===== config.mk =====
export PLATFORM = sky130hd
export DESIGN_NAME = div_iter_unit
export DESIGN_NICKNAME = d
export VERILOG_FILES = /design/src/rtl/div_pkg.sv /design/src/rtl/div_step.sv /design/src/rtl/div_iter_unit.sv
export SDC_FILE = /design/constraint.sdc
export NUM_CORES = 1
export LEC_CHECK = 0
export ABC_AREA = 1
export BUFFER_PORTS_ARGS = -buffer_cell sky130_fd_sc_hd__buf_4
export CAP_MARGIN = 20
export CORE_MARGIN = 2
export CORE_UTILIZATION = 47
export DETAILED_ROUTE_END_ITERATION = 7
export GPL_TIMING_DRIVEN = 0
export PLACE_DENSITY = 0.66
export SYNTH_ARGS = -nofsm -noshare
export SYNTH_HDL_FRONTEND = slang
export SYNTH_HIERARCHICAL = 1
export SYNTH_SLANG_ARGS = --single-unit

===== constraint.sdc =====
create_clock -name clk -period 5.85 [get_ports clk]
set_input_delay 0.585 -clock clk [delete_from_list [all_inputs] [get_ports clk]]
set_output_delay 0.585 -clock clk [all_outputs]
set_load 0.1 [all_outputs]

===== src/rtl/div_pkg.sv =====
// Shared state encoding and special-case result constants
// for the iterative divider.
package div_pkg;

  typedef enum logic [1:0] {
    IDLE = 2'd0,
    CALC = 2'd1,
    FIX  = 2'd2,
    DONE = 2'd3
  } div_state_e;

  localparam int MAX_LEN = 64;

  // Divide-by-zero quotient and signed-overflow remainder
  localparam logic [MAX_LEN-1:0] DZ_QUO  = '1;
  localparam logic [MAX_LEN-1:0] OVF_REM = '0;

endpackage


===== src/rtl/div_step.sv =====
// One restoring-division step: trial subtract with
// carry-out and restore mux.
module div_step #(
  parameter int WIDTH = 33
) (
  input  logic [WIDTH-1:0] part,
  input  logic [WIDTH-1:0] dvs,
  output logic [WIDTH-1:0] res,
  output logic             qbit
);

  logic [WIDTH:0] sum;

  assign sum  = {1'b0, part}
              + {1'b0, ~dvs}
              + {{WIDTH{1'b0}}, 1'b1};
  assign qbit = sum[WIDTH];
  assign res  = qbit ? sum[WIDTH-1:0] : part;

endmodule


===== src/rtl/div_iter_unit.sv =====
// Iterative signed/unsigned restoring divider, one
// quotient bit per cycle with valid/ready handshakes.
module div_iter_unit
  import div_pkg::*;
#(
  parameter int DATA_LEN = 32
) (
  input  logic                clk,
  input  logic                rst_n,
  input  logic                div_valid,
  output logic                div_ready,
  input  logic                div_signed,
  input  logic [DATA_LEN-1:0] dividend,
  input  logic [DATA_LEN-1:0] divisor,
  input  logic                flush,
  output logic                out_valid,
  input  logic                out_ready,
  output logic [DATA_LEN-1:0] quotient,
  output logic [DATA_LEN-1:0] remainder
);

  localparam int W  = DATA_LEN;
  localparam int CW = $clog2(DATA_LEN + 1);

  div_state_e state, state_nxt;

  logic [W-1:0]  q_reg;
  logic [W-1:0]  r_reg;
  logic [W-1:0]  dvs_reg;
  logic          neg_q;
  logic          neg_r;
  logic [CW-1:0] cnt;

  logic          accept;
  logic          div_zero;
  logic          ovf;
  logic [W:0]    sext_a;
  logic [W:0]    sext_b;
  logic [W:0]    mag_a;
  logic [W:0]    mag_b;
  logic [W:0]    step_res;
  logic          step_q;
  logic          unused_bits;

  assign div_ready = (state == IDLE);
  assign out_valid = (state == DONE);
  assign quotient  = q_reg;
  assign remainder = r_reg;

  assign accept   = div_valid & div_ready & ~flush;
  assign div_zero = (divisor == '0);
  assign ovf      = div_signed
                  & (dividend == {1'b1, {(W-1){1'b0}}})
                  & (divisor == '1);

  // One extra bit so the most-negative value negates cleanly
  assign sext_a = {div_signed & dividend[W-1], dividend};
  assign sext_b = {div_signed & divisor[W-1], divisor};
  assign mag_a  = sext_a[W] ? -sext_a : sext_a;
  assign mag_b  = sext_b[W] ? -sext_b : sext_b;

  div_step #(
    .WIDTH (W + 1)
  ) u_step (
    .part (({r_reg, q_reg[W-1]})),
    .dvs  ({1'b0, dvs_reg}),
    .res  (step_res),
    .qbit (step_q)
  );

  assign unused_bits = ^{mag_a[W], mag_b[W], step_res[W]};

  always_ff @(posedge clk or negedge rst_n) begin
    if (!rst_n) state <= IDLE;
    else        state <= state_nxt;
  end

  always_comb begin
    state_nxt = state;
    unique case (state)
      IDLE: begin
        if (accept)
          state_nxt = (div_zero | ovf) ? DONE : CALC;
      end
      CALC: begin
        if (cnt == CW'(1)) state_nxt = FIX;
      end
      FIX:  state_nxt = DONE;
      DONE: begin
        if (out_ready) state_nxt = IDLE;
      end
      default: state_nxt = IDLE;
    endcase
    if (flush) state_nxt = IDLE;
  end

  always_ff @(posedge clk or negedge rst_n) begin
    if (!rst_n) begin
      q_reg   <= '0;
      r_reg   <= '0;
      dvs_reg <= '0;
      neg_q   <= 1'b0;
      neg_r   <= 1'b0;
      cnt     <= '0;
    end else if (!flush) begin
      unique case (state)
        IDLE: begin
          if (accept) begin
            unique case (1'b1)
              div_zero: begin
                q_reg <= DZ_QUO[W-1:0];
                r_reg <= dividend;
              end
              ovf: begin
                q_reg <= dividend;
                r_reg <= OVF_REM[W-1:0];
              end
              default: begin
                q_reg   <= mag_a[W-1:0];
                r_reg   <= '0;
                dvs_reg <= mag_b[W-1:0];
                neg_q   <= sext_a[W] ^ sext_b[W];
                neg_r   <= sext_a[W];
                cnt     <= CW'(W);
              end
            endcase
          end
        end
        CALC: begin
          q_reg <= {q_reg[W-2:0], step_q};
          r_reg <= step_res[W-1:0];
          cnt   <= cnt - CW'(1);
        end
        FIX: begin
          if (neg_q) q_reg <= -q_reg;
          if (neg_r) r_reg <= -r_reg;
        end
        DONE: ;
        default: ;
      endcase
    end
  end

endmodule


Yosys cells after proc, flatten, opt, wreduce, memory -nomap -nowiden
Index checks and enable logic that the tools add are counted.
{ "op_classes": {"addsub": 7, "n_eq_ne": 13, "n_mux": 20, "bitwise_logic": 11, "n_reduce_logical": 10} }
{ "op_table": {"columns": ["op", "n"], "rows": [
  ["32-bit two-way mux", 8],
  ["32-bit one-hot mux with 3 select lines", 2],
  ["32-bit negation", 4],
  ["32-bit == test, second input constant", 2],
  ["32-bit one-hot mux with 2 select lines", 1],
  ["33-bit by 33-bit adder with 34-bit output", 1],
  ["34-bit by 1-bit adder with 34-bit output, second input constant", 1],
  ["32-bit inverter with 33-bit output", 1],
  ["32-bit logical NOT", 1],
  ["4-bit AND reduction", 4],
  ["6-bit two-way mux", 2],
  ["6-bit one-hot mux with 2 select lines", 1],
  ["2-bit two-way mux", 5],
  ["2-bit one-hot mux with 4 select lines", 1],
  ["1-bit AND", 6],
  ["6-bit by 1-bit == test with 1-bit output, second input constant", 1],
  ["2-bit != test, second input constant", 3],
  ["6-bit by 1-bit subtractor with 6-bit output, second input constant", 1],
  ["2-bit == test, second input constant", 2],
  ["3-bit by 1-bit != test with 1-bit output, second input constant", 1],
  ["3-bit by 2-bit != test with 1-bit output, second input constant", 1],
  ["3-bit != test, second input constant", 1],
  ["3-bit AND reduction", 1],
  ["3-bit nonzero test", 1],
  ["other kinds (8)", 9]
]} }
{ "word_totals": {"register_bits": 106, "in_bits": 70, "out_inout_bits": 66} }

Longest topological paths before layout
Gate-level depths: netlist of the first run.
{ "logic_depth": {"depth_word": 8, "mapped_depth": 19, "depth_no_buf": 19} }

By module
Netlist of the first run, hierarchy kept.
{ "modules_own_cells": {"columns": ["module", "instances", "cells_each", "area_each_um2", "seq_area_each_um2"], "rows": [
  ["div_iter_unit", 1, 1515, 9288.9, 2652.5],
  ["div_step", 1, 666, 3281.9, 0.0]
]} }

Worst setup path after synthesis of the first run
No wires, ideal clock.
{ "synth_timing": {"path_type": "register to register", "start": "register r_reg[27] (netlist: remainder[27])", "end": "register r_reg[1] (netlist: remainder[1])", "arrival_time_ns": 2.833, "setup_slack_ns": 2.889, "stages_incl_launch_ff": 14, "cell_sequence": "dfrtp_1 -> ha_1 -> a21oi_1 -> nand2_1 -> nand2_1 -> nand3_1 -> nor2_8 -> nand2_8 -> buf_6 -> nand2_1 -> nand2_1 -> a221o_1 -> o21ai_0 -> o22ai_1"} }
{ "synth_via": {"elab_chain_cells": 4} }
{ "synth_lines": {"columns": ["element", "line", "text"], "rows": [
  ["start: declaration", "div_iter_unit.sv:28", "logic [W-1:0] r_reg;"],
  ["start signal: assignment", "div_iter_unit.sv:112", "r_reg <= dividend;"],
  ["start signal: assignment", "div_iter_unit.sv:116", "r_reg <= OVF_REM[W-1:0];"],
  ["start signal: assignment", "div_iter_unit.sv:131", "r_reg <= step_res[W-1:0];"],
  ["33-bit by 33-bit adder with 34-bit output", "div_step.sv:15", "+ {1'b0, ~dvs}"],
  ["34-bit by 1-bit adder with 34-bit output", "div_step.sv:16", "+ {{WIDTH{1'b0}}, 1'b1};"],
  ["32-bit two-way mux", "div_step.sv:18", "assign res = qbit ? sum[WIDTH-1:0] : part;"],
  ["named net step_res[1]", "div_iter_unit.sv:41", "logic [W:0] step_res;"],
  ["32-bit one-hot mux with 3 select lines", "div_iter_unit.sv:106", "unique case (state)"]
]} }
The timed path passes the listed nets, and every way through them passes these cells.
A chain may end at the register's enable or synchronous reset.

Worst setup path after layout of the first run
{ "layout_timing": {"start": "register q_reg[31] (netlist: quotient[31])", "end": "register r_reg[20] (netlist: remainder[20])"} }
{ "layout_via": {"elab_chain_cells": 4} }
{ "layout_lines": {"columns": ["element", "line", "text"], "rows": [
  ["start: declaration", "div_iter_unit.sv:27", "logic [W-1:0] q_reg;"],
  ["start signal: assignment", "div_iter_unit.sv:111", "q_reg <= DZ_QUO[W-1:0];"],
  ["start signal: assignment", "div_iter_unit.sv:115", "q_reg <= dividend;"],
  ["start signal: assignment", "div_iter_unit.sv:119", "q_reg <= mag_a[W-1:0];"],
  ["33-bit by 33-bit adder with 34-bit output", "div_step.sv:15", null],
  ["34-bit by 1-bit adder with 34-bit output", "div_step.sv:16", null],
  ["32-bit two-way mux", "div_step.sv:18", null],
  ["named net step_res[20]", "div_iter_unit.sv:41", null],
  ["32-bit one-hot mux with 3 select lines", "div_iter_unit.sv:106", null]
]} }
The timed path passes the listed nets, and every way through them passes these cells.

==> impl_metrics.env, run 1 <==
export IMPL_end_kind="flip-flop"
export IMPL_drc=1
export IMPL_hold_path_class="primary input to asynchronous set/reset pin"
export IMPL_hold_viol=0
export IMPL_post_cts_resized=0
export IMPL_cts_buffers=9
export IMPL_die_w_um=167
export IMPL_grt_pass1_wl_um=76500
export IMPL_slew_headroom_pct=40.6
export IMPL_start_util_pct=47.9
export IMPL_multi_input_area_um2=8350
export IMPL_finClkSkew_ns=0.0167
export IMPL_vias=14900
export IMPL_worst_pin_slew_ns=0.891
export IMPL_ctsRootBufferMaster="clkbuf_16"
export IMPL_die_area_um2=27900
export IMPL_violations="design-rule violations"
export IMPL_die_y_um=167
export IMPL_status="finished, violations left"
export IMPL_drtIter0Drc=1892
export IMPL_dp_hpwl_um=40200
export IMPL_whs_ns=0.112
export IMPL_fin_setup_tns_ns=0
export IMPL_grt_max_degree=72
export IMPL_synth_avg_cell_area_um2=5.77
export IMPL_drtAntennaViolNets=0
export IMPL_vias_per_cell=5.64
export IMPL_port_buffer_count=135
export IMPL_worstSkewPairLatency_ns=0.37
export IMPL_period_share_pct=51.9
export IMPL_post_cts_buffers=0
export IMPL_ios=136
export IMPL_synthCells=2164
export IMPL_fillCellCount=2777
export IMPL_antenna_found_initial=0
export IMPL_h_tree_depth=3
export IMPL_period_minus_slack_ns=3.04
export IMPL_crit_start="quotient[31]$_DFFE_PN0P_"
export IMPL_syn_area_um2=12500
export IMPL_setup_violations=0
export IMPL_crit_type="flip-flop to flip-flop"
export IMPL_crit_required_ns=6.09
export IMPL_overflow=0
export IMPL_fin_nets=2426
export IMPL_cp_start_kind="flip-flop"
export IMPL_hold_buffers=0
export IMPL_critPathArrivalTime_ns=3.28
export IMPL_preCtsSetupSlack_ns=2.85
export IMPL_path_max_fanout=5
export IMPL_numClockSinks=106
export IMPL_path_clk_slew_ns=0.09
export IMPL_cts_tree="yes"
export IMPL_rr_startpoint="quotient[31]$_DFFE_PN0P_"
export IMPL_drv_cap=0
export IMPL_rsz0062_at_grt="no"
export IMPL_grt_pass1_vias=13600
export IMPL_synthToLayoutAreaGrowth_pct=14.2
export IMPL_worst_slack_ns=2.81
export IMPL_rows=59
export IMPL_drt_total_wl_um=49800
export IMPL_dr_pass1_iters=8
export IMPL_yosys_warnings=6
export IMPL_grt_use_total_pct=35.0
export IMPL_final_max_slew_viol_count=0
export IMPL_synth_fp_nets=2279
export IMPL_num_antenna_cells=0
export IMPL_clock_path_buffers=2
export IMPL_core_area_um2=26100
export IMPL_utilization_pct=54.8
export IMPL_gp_congestion=0.999
export IMPL_fmax_mhz=329
export IMPL_seq_area_um2=2650
export IMPL_layout_drive_gt1_share_pct=11.7
export IMPL_wl_per_cell_um=18.8
through the flow:
stage / cells / cell area (um^2)
2_1_floorplan: 2164 / 12500
3_3_place_gp: 2634 / 13900
3_5_place_dp: 2635 / 14000
4_1_cts: 2651 / 14300
5_1_grt: 2651 / 14300
6_report: 2651 / 14300
routing by layer:
metal	up-vias	GRT usage, %	part of all wire, %
met3	79	7.70	11
met1	6830	52.1	46
li1	7252	-	-
met2	786	51.1	41
met5	-	0	0
met4	0	8.21	2.3
layout by cell type (no fill, tap or decap), types with 18 or more instances in the layout:
master    instances
nand2_1         706
inv_1           290
nand3_1         231
nor2_1          220
buf_4           141
a21oi_1         117
o21ai_0         107
dfrtp_1         106
ha_1             44
nand4_1          37
xor2_1           34
nor3_1           24
clkbuf_1         24
o21ai_1          21
nand3_2          18
worst max-delay path: stages, from the launching register on:
cell and delay, ns:
dfrtp_1 0.47, inv_1 0.17, ha_1 0.17, inv_1 0.11, fa_1 0.44, nand2_1 0.12
nand2_1 0.10, nand3_1 0.09, nand2_1 0.17, nand2_1 0.11, nand2_1 0.15, nand2_1 0.12
nand3b_1 0.09, nand3_2 0.10, nand2_1 0.05, a21oi_1 0.20, nand2_1 0.08, nand3_1 0.06
o21ai_0 0.09
final timing paths:
path                            depth (start not counted)  slack (ns)                        end
worst max-delay path                                   18        2.81  remainder[20]$_DFFE_PN0P_
worst min-delay path                                    1        0.11    dvs_reg[22]$_DFFE_PN0P_
worst max register to register                         18        2.81  remainder[20]$_DFFE_PN0P_
worst min register to register                          2        0.49    dvs_reg[25]$_DFFE_PN0P_
max in group asynchronous                               2        5.01    quotient[8]$_DFFE_PN0P_
min in group clk                                        2        0.41       state[0]$_DFFE_PN0P_
layout make-up:
type                            count  area share [%]
Timing Repair Buffer              136            7.32
Sequential cell                   106            18.6
Buffer                             61            2.46
Clock inverter                      6           0.579
Inverter                          302            7.96
Multi-Input combinational cell   1695            58.5
Clock buffer                       10            1.60
Tap cell                          335            2.94
Power of run 1 is not shown: default switching activity piles up to over one toggle a cycle in this logic, so the estimate is an artifact.
==> inputs of run 2 (changes only) <==
==> constraint.sdc (replaced) <==
create_clock -name clk -period 2.9 [get_ports clk]
set_input_delay 0.29 -clock clk [delete_from_list [all_inputs] [get_ports clk]]
set_output_delay 0.29 -clock clk [all_outputs]
set_load 0.1 [all_outputs]
==> impl_metrics.env, run 2 (synthesized netlist as in run 1, its figures left out) <==
export IMPL_status="finished, final reports clean"
export IMPL_drc=0
export IMPL_core_area_um2=26100
export IMPL_rr_endpoint="remainder[1]$_DFFE_PN0P_"
export IMPL_overflow=0
export IMPL_rr_startpoint="remainder[26]$_DFFE_PN0P_"
export IMPL_setup_violations=0
export IMPL_critPathArrivalTime_ns=3.03
export IMPL_grt_pass1_wl_um=74600
export IMPL_period_minus_slack_ns=2.77
export IMPL_period_share_pct=95.4
export IMPL_antenna_found_initial=0
export IMPL_drtIter0Drc=1877
export IMPL_grt_use_total_pct=34.2
export IMPL_dr_pass1_iters=6
export IMPL_finClkSkew_ns=0.0183
export IMPL_path_delay_family="simple AND/OR/NAND/NOR gates"
export IMPL_r2r_cells=15
export IMPL_hp_start="flush"
export IMPL_layout_drive_gt1_share_pct=13.1
export IMPL_slew_headroom_pct=40.3
export IMPL_rows=59
export IMPL_crit_chain="ha_1 -> nand2_2 -> inv_1 -> nand2_1 -> nand2_1 -> nand2_1 -> nand3_1 -> nor2_8 -> nand2_8 -> buf_6 -> nand2_1 -> nand2_1 -> a221o_1 -> o21ai_0 -> o22ai_1"
export IMPL_die_w_um=167
export IMPL_cts_buffers=9
export IMPL_clock_path_buffers=2
export IMPL_start_util_pct=47.9
export IMPL_h_tree_depth=3
export IMPL_vias=14900
export IMPL_port_buffer_count=135
export IMPL_cts_tree="yes"
export IMPL_path_clk_slew_ns=0.09
export IMPL_mostFrequentLayoutCells="nand2_1, inv_1, nand3_1"
export IMPL_ios=136
export IMPL_ctsRootBufferMaster="clkbuf_16"
export IMPL_die_y_um=167
export IMPL_crit_start="remainder[26]$_DFFE_PN0P_"
export IMPL_num_antenna_cells=0
export IMPL_gp_congestion=0.985
export IMPL_utilization_pct=55.3
export IMPL_crit_type="flip-flop to flip-flop"
export IMPL_hold_path_class="primary input to flip-flop"
export IMPL_drt_total_wl_um=49300
export IMPL_crit_required_ns=3.16
export IMPL_drtAntennaViolNets=0
export IMPL_hold_depth=2
export IMPL_final_max_slew_viol_count=0
export IMPL_path_max_fanout=10
export IMPL_vias_per_cell=5.63
export IMPL_reg2reg_slack_ns=0.13
export IMPL_cp_slowest_cell="dfrtp_1"
export IMPL_die_area_um2=27900
export IMPL_fin_nets=2432
export IMPL_dp_hpwl_um=39900
export IMPL_cp_start_kind="flip-flop"
export IMPL_whs_endpoint="state[0]$_DFFE_PN0P_"
export IMPL_numClockSinks=106
export IMPL_worstSkewPairLatency_ns=0.38
export IMPL_wl_per_cell_um=18.6
export IMPL_cp_num_buf_inv=2
export IMPL_hold_viol=0
export IMPL_layout_commonest_cell="nand2_1"
export IMPL_synthToLayoutAreaGrowth_pct=15.4
export IMPL_drv_cap=0
export IMPL_fmax_mhz=362
export IMPL_crit_top_cell="nand2_1"
export IMPL_worst_pin_slew_ns=0.896
export IMPL_critPathMaxStageDelay_ns=0.49
export IMPL_grt_pass1_vias=13300
export IMPL_end_kind="flip-flop"
export IMPL_grt_max_degree=71
run 2: cell types whose count changed in the layout (fill, tap and decap cells not counted), moves of 3 or more:
| cell | previous run | this run |
|---|---|---|
| ha_4 | 0 | 5 |
| nand2_1 | 706 | 703 |
| buf_4 | 141 | 146 |
| dfrtp_2 | 0 | 11 |
| nand2_2 | 8 | 11 |
| ha_1 | 44 | 34 |
| dfrtp_1 | 106 | 95 |
| ha_2 | 0 | 5 |
run 2: layout make-up:
class	instances	area, um^2
fill	2793	11600
multi-input combinational	1695	8460
sequential	106	2670
inverter	302	1140
timing repair buffer	142	1090
tap	335	419
buffer	61	350
clock buffer	9	225
clock inverter	7	70.1
run 2: stage by stage:
| step | setup slack, ns | instance area, um^2 | TNS, ns | hold slack (ns) | std cells |
|---|---|---|---|---|---|
| finish | 0.134 | 14400 | 0 | 0.114 | 2657 |
| CTS | 0.0436 | 14300 | 0 | 0.114 | 2652 |
| global placement | -0.0919 | 13900 | -0.263 | 0.467 | 2634 |
| global route | -0.000264 | 14400 | -0.000264 | 0.114 | 2657 |
| floorplan | 0.000438 | 12500 | 0 | -0.00559 | 2164 |
| detailed placement | -0.0999 | 14000 | -0.283 | 0.224 | 2635 |
run 2: worst max path at each step:
stage                                endpoint  slack [ns]  depth (start not counted)
floorplan            remainder[1]$_DFFE_PN0P_      0.0004                         15
global placement    remainder[12]$_DFFE_PN0P_       -0.09                         17
detailed placement  remainder[12]$_DFFE_PN0P_        -0.1                         17
CTS                 remainder[20]$_DFFE_PN0P_        0.04                         18
global route         remainder[1]$_DFFE_PN0P_     -0.0003                         15
finish               remainder[1]$_DFFE_PN0P_        0.13                         15
run 2: metal layers:
metal,vias to the layer above,routed length (um),track usage (%)
met1,6880,22500,50.3
met4,2,759,6.45
met5,-,110,2.96
li1,7246,-,-
met3,63,5470,7.68
met2,756,20500,51.3
run 2: what timing repair did:
action / in CTS / in global routing
setup endpoints to repair: 3 / 11
hold buffers: 1 / 0
gates resized for setup: 4 / 22
pin swaps: 0 / 1
buffers inserted: 0 / 5
hold endpoints to repair: 36 / 0
Power of run 2 is left out for the same reason.
==> inputs of run 3 (changes only) <==
--- a/config.mk
+++ b/config.mk
@@ -7,12 +7,11 @@
 export LEC_CHECK = 0
 export ABC_AREA = 1
 export BUFFER_PORTS_ARGS = -buffer_cell sky130_fd_sc_hd__buf_4
-export CAP_MARGIN = 20
 export CORE_MARGIN = 2
 export CORE_UTILIZATION = 47
 export DETAILED_ROUTE_END_ITERATION = 7
 export GPL_TIMING_DRIVEN = 0
-export PLACE_DENSITY = 0.66
+export PLACE_DENSITY_LB_ADDON = 0.08
 export SYNTH_ARGS = -nofsm -noshare
 export SYNTH_HDL_FRONTEND = slang
 export SYNTH_HIERARCHICAL = 1
==> impl_metrics.env, run 3 (synthesized netlist as in run 1, its figures left out) <==
export IMPL_crit_chain="inv_1 -> ha_1 -> clkbuf_1 -> buf_1 -> a21oi_1 -> a21oi_1 -> nand2_1 -> nand2_1"
export IMPL_mostFrequentLayoutCells="nand2_1, inv_1, nand3_1"
export IMPL_gp_congestion=0.989
export IMPL_cp_start_kind="flip-flop"
export IMPL_multi_input_area_um2=8380
export IMPL_numClockSinks=106
export IMPL_grtUsageMet2_pct=51.6
export IMPL_antenna_found_initial=0
export IMPL_path_max_fanout=10
export IMPL_dp_hpwl_um=40100
export IMPL_gr_usage_met3_pct=7.41
export IMPL_critPathMaxStageDelay_ns=0.64
export IMPL_die_w_um=167
export IMPL_ctsRootBufferMaster="clkbuf_16"
export IMPL_hp_start="flush"
export IMPL_crit_start="state[1]$_DFFE_PN0P_"
export IMPL_worstSkewPairLatency_ns=0.38
export IMPL_grtUsageMet1_pct=52.0
export IMPL_drtIter0Drc=1680
export IMPL_port_buffer_count=135
export IMPL_drv_cap=0
export IMPL_die_area_um2=27900
export IMPL_grt_max_degree=72
export IMPL_drt_total_wl_um=49100
export IMPL_clock_path_buffers=2
export IMPL_crit_type="flip-flop to flip-flop"
export IMPL_drc=0
export IMPL_core_area_um2=26100
export IMPL_critPathArrivalTime_ns=3.06
export IMPL_period_minus_slack_ns=2.74
export IMPL_end_kind="flip-flop"
export IMPL_final_max_slew_viol_count=0
export IMPL_cts_buffers=9
export IMPL_vias=14900
export IMPL_slew_headroom_pct=41.7
export IMPL_period_share_pct=94.5
export IMPL_vias_per_cell=5.62
export IMPL_cts_tree="yes"
export IMPL_rr_startpoint="state[1]$_DFFE_PN0P_"
export IMPL_grt_use_total_pct=34.8
export IMPL_grt_pass1_vias=13500
export IMPL_layout_commonest_cell="nand2_1"
export IMPL_wl_per_cell_um=18.5
export IMPL_path_clk_slew_ns=0.09
export IMPL_rsz0062_at_grt="no"
export IMPL_synthToLayoutAreaGrowth_pct=14.4
export IMPL_ios=136
export IMPL_h_tree_depth=3
export IMPL_status="finished, final reports clean"
export IMPL_hold_path_class="primary input to flip-flop"
export IMPL_fillCellCount=2785
export IMPL_layout_drive_gt1_share_pct=12.5
export IMPL_cp_slowest_cell="buf_1"
export IMPL_rows=59
export IMPL_hold_viol=0
export IMPL_num_antenna_cells=0
export IMPL_worst_pin_slew_ns=0.875
export IMPL_die_y_um=167
export IMPL_finClkSkew_ns=0.0185
export IMPL_fin_nets=2428
export IMPL_grt_pass1_wl_um=75900
export IMPL_fmax_mhz=365
export IMPL_grt_busiest_layer="met1"
export IMPL_seq_area_um2=2660
export IMPL_start_util_pct=47.9
export IMPL_setup_violations=0
export IMPL_dr_pass1_iters=7
export IMPL_drtAntennaViolNets=0
export IMPL_overflow=0
export IMPL_crit_required_ns=3.22
export IMPL_utilization_pct=54.9
[run 3: stage by stage]
stage	instances	worst slack (ns)	TNS (ns)	area [um^2]	hold WS (ns)
2_1_floorplan	2164	0.000438	0	12500	-0.00559
6_report	2653	0.159	0	14300	0.112
4_1_cts	2652	0.0436	0	14300	0.105
3_5_place_dp	2635	-0.0721	-0.189	14000	0.219
5_1_grt	2653	0.00279	0	14300	0.113
3_3_place_gp	2634	-0.0582	-0.136	13900	0.466
[run 3: worst paths after layout]
path	to	cells past startpoint	slack (ns)
min in group asynchronous	dvs_reg[22]$_DFFE_PN0P_	2	0.38
hold reg to reg	dvs_reg[1]$_DFFE_PN0P_	2	0.49
hold / removal	state[0]$_DFFE_PN0P_	2	0.11
setup / recovery	quotient[31]$_DFFE_PN0P_	8	0.16
max in group asynchronous	quotient[31]$_DFFE_PN0P_	3	1.78
setup reg to reg	quotient[31]$_DFFE_PN0P_	8	0.16
[run 3: layer usage]
metal	vias to the layer above	wire, um
met4	0	782
li1	7244	-
met1	6877	22800
met3	56	5370
met2	744	20200
met5	-	0
[run 3: area by class of cell]
class | count | area share [%]
multi-input cells | 1695 | 58.6
inverters | 302 | 7.95
clock buffers | 9 | 1.58
repair buffers | 138 | 7.43
plain buffers | 61 | 2.45
clock inverters | 7 | 0.429
well taps | 335 | 2.93
flip-flops and latches | 106 | 18.6
[run 3: critical path: cells and delay by family, from the launching register on]
family	cells	cell delay [ns]
compound gates	2	0.70
simple gates	2	0.16
flops	1	0.43
fa+ha+maj	1	0.16
buf+inv	3	1.22
[run 3: what timing repair did]
| action | CTS | global route |
|---|---|---|
| setup endpoints to repair | 3 | 9 |
| setup buffers | 0 | 1 |
| endpoints found under the hold margin | 35 | 0 |
| pin swaps | 0 | 1 |
| resized for setup | 3 | 9 |
| hold buffers | 1 | 0 |
Power of run 3 is left out for the same reason.
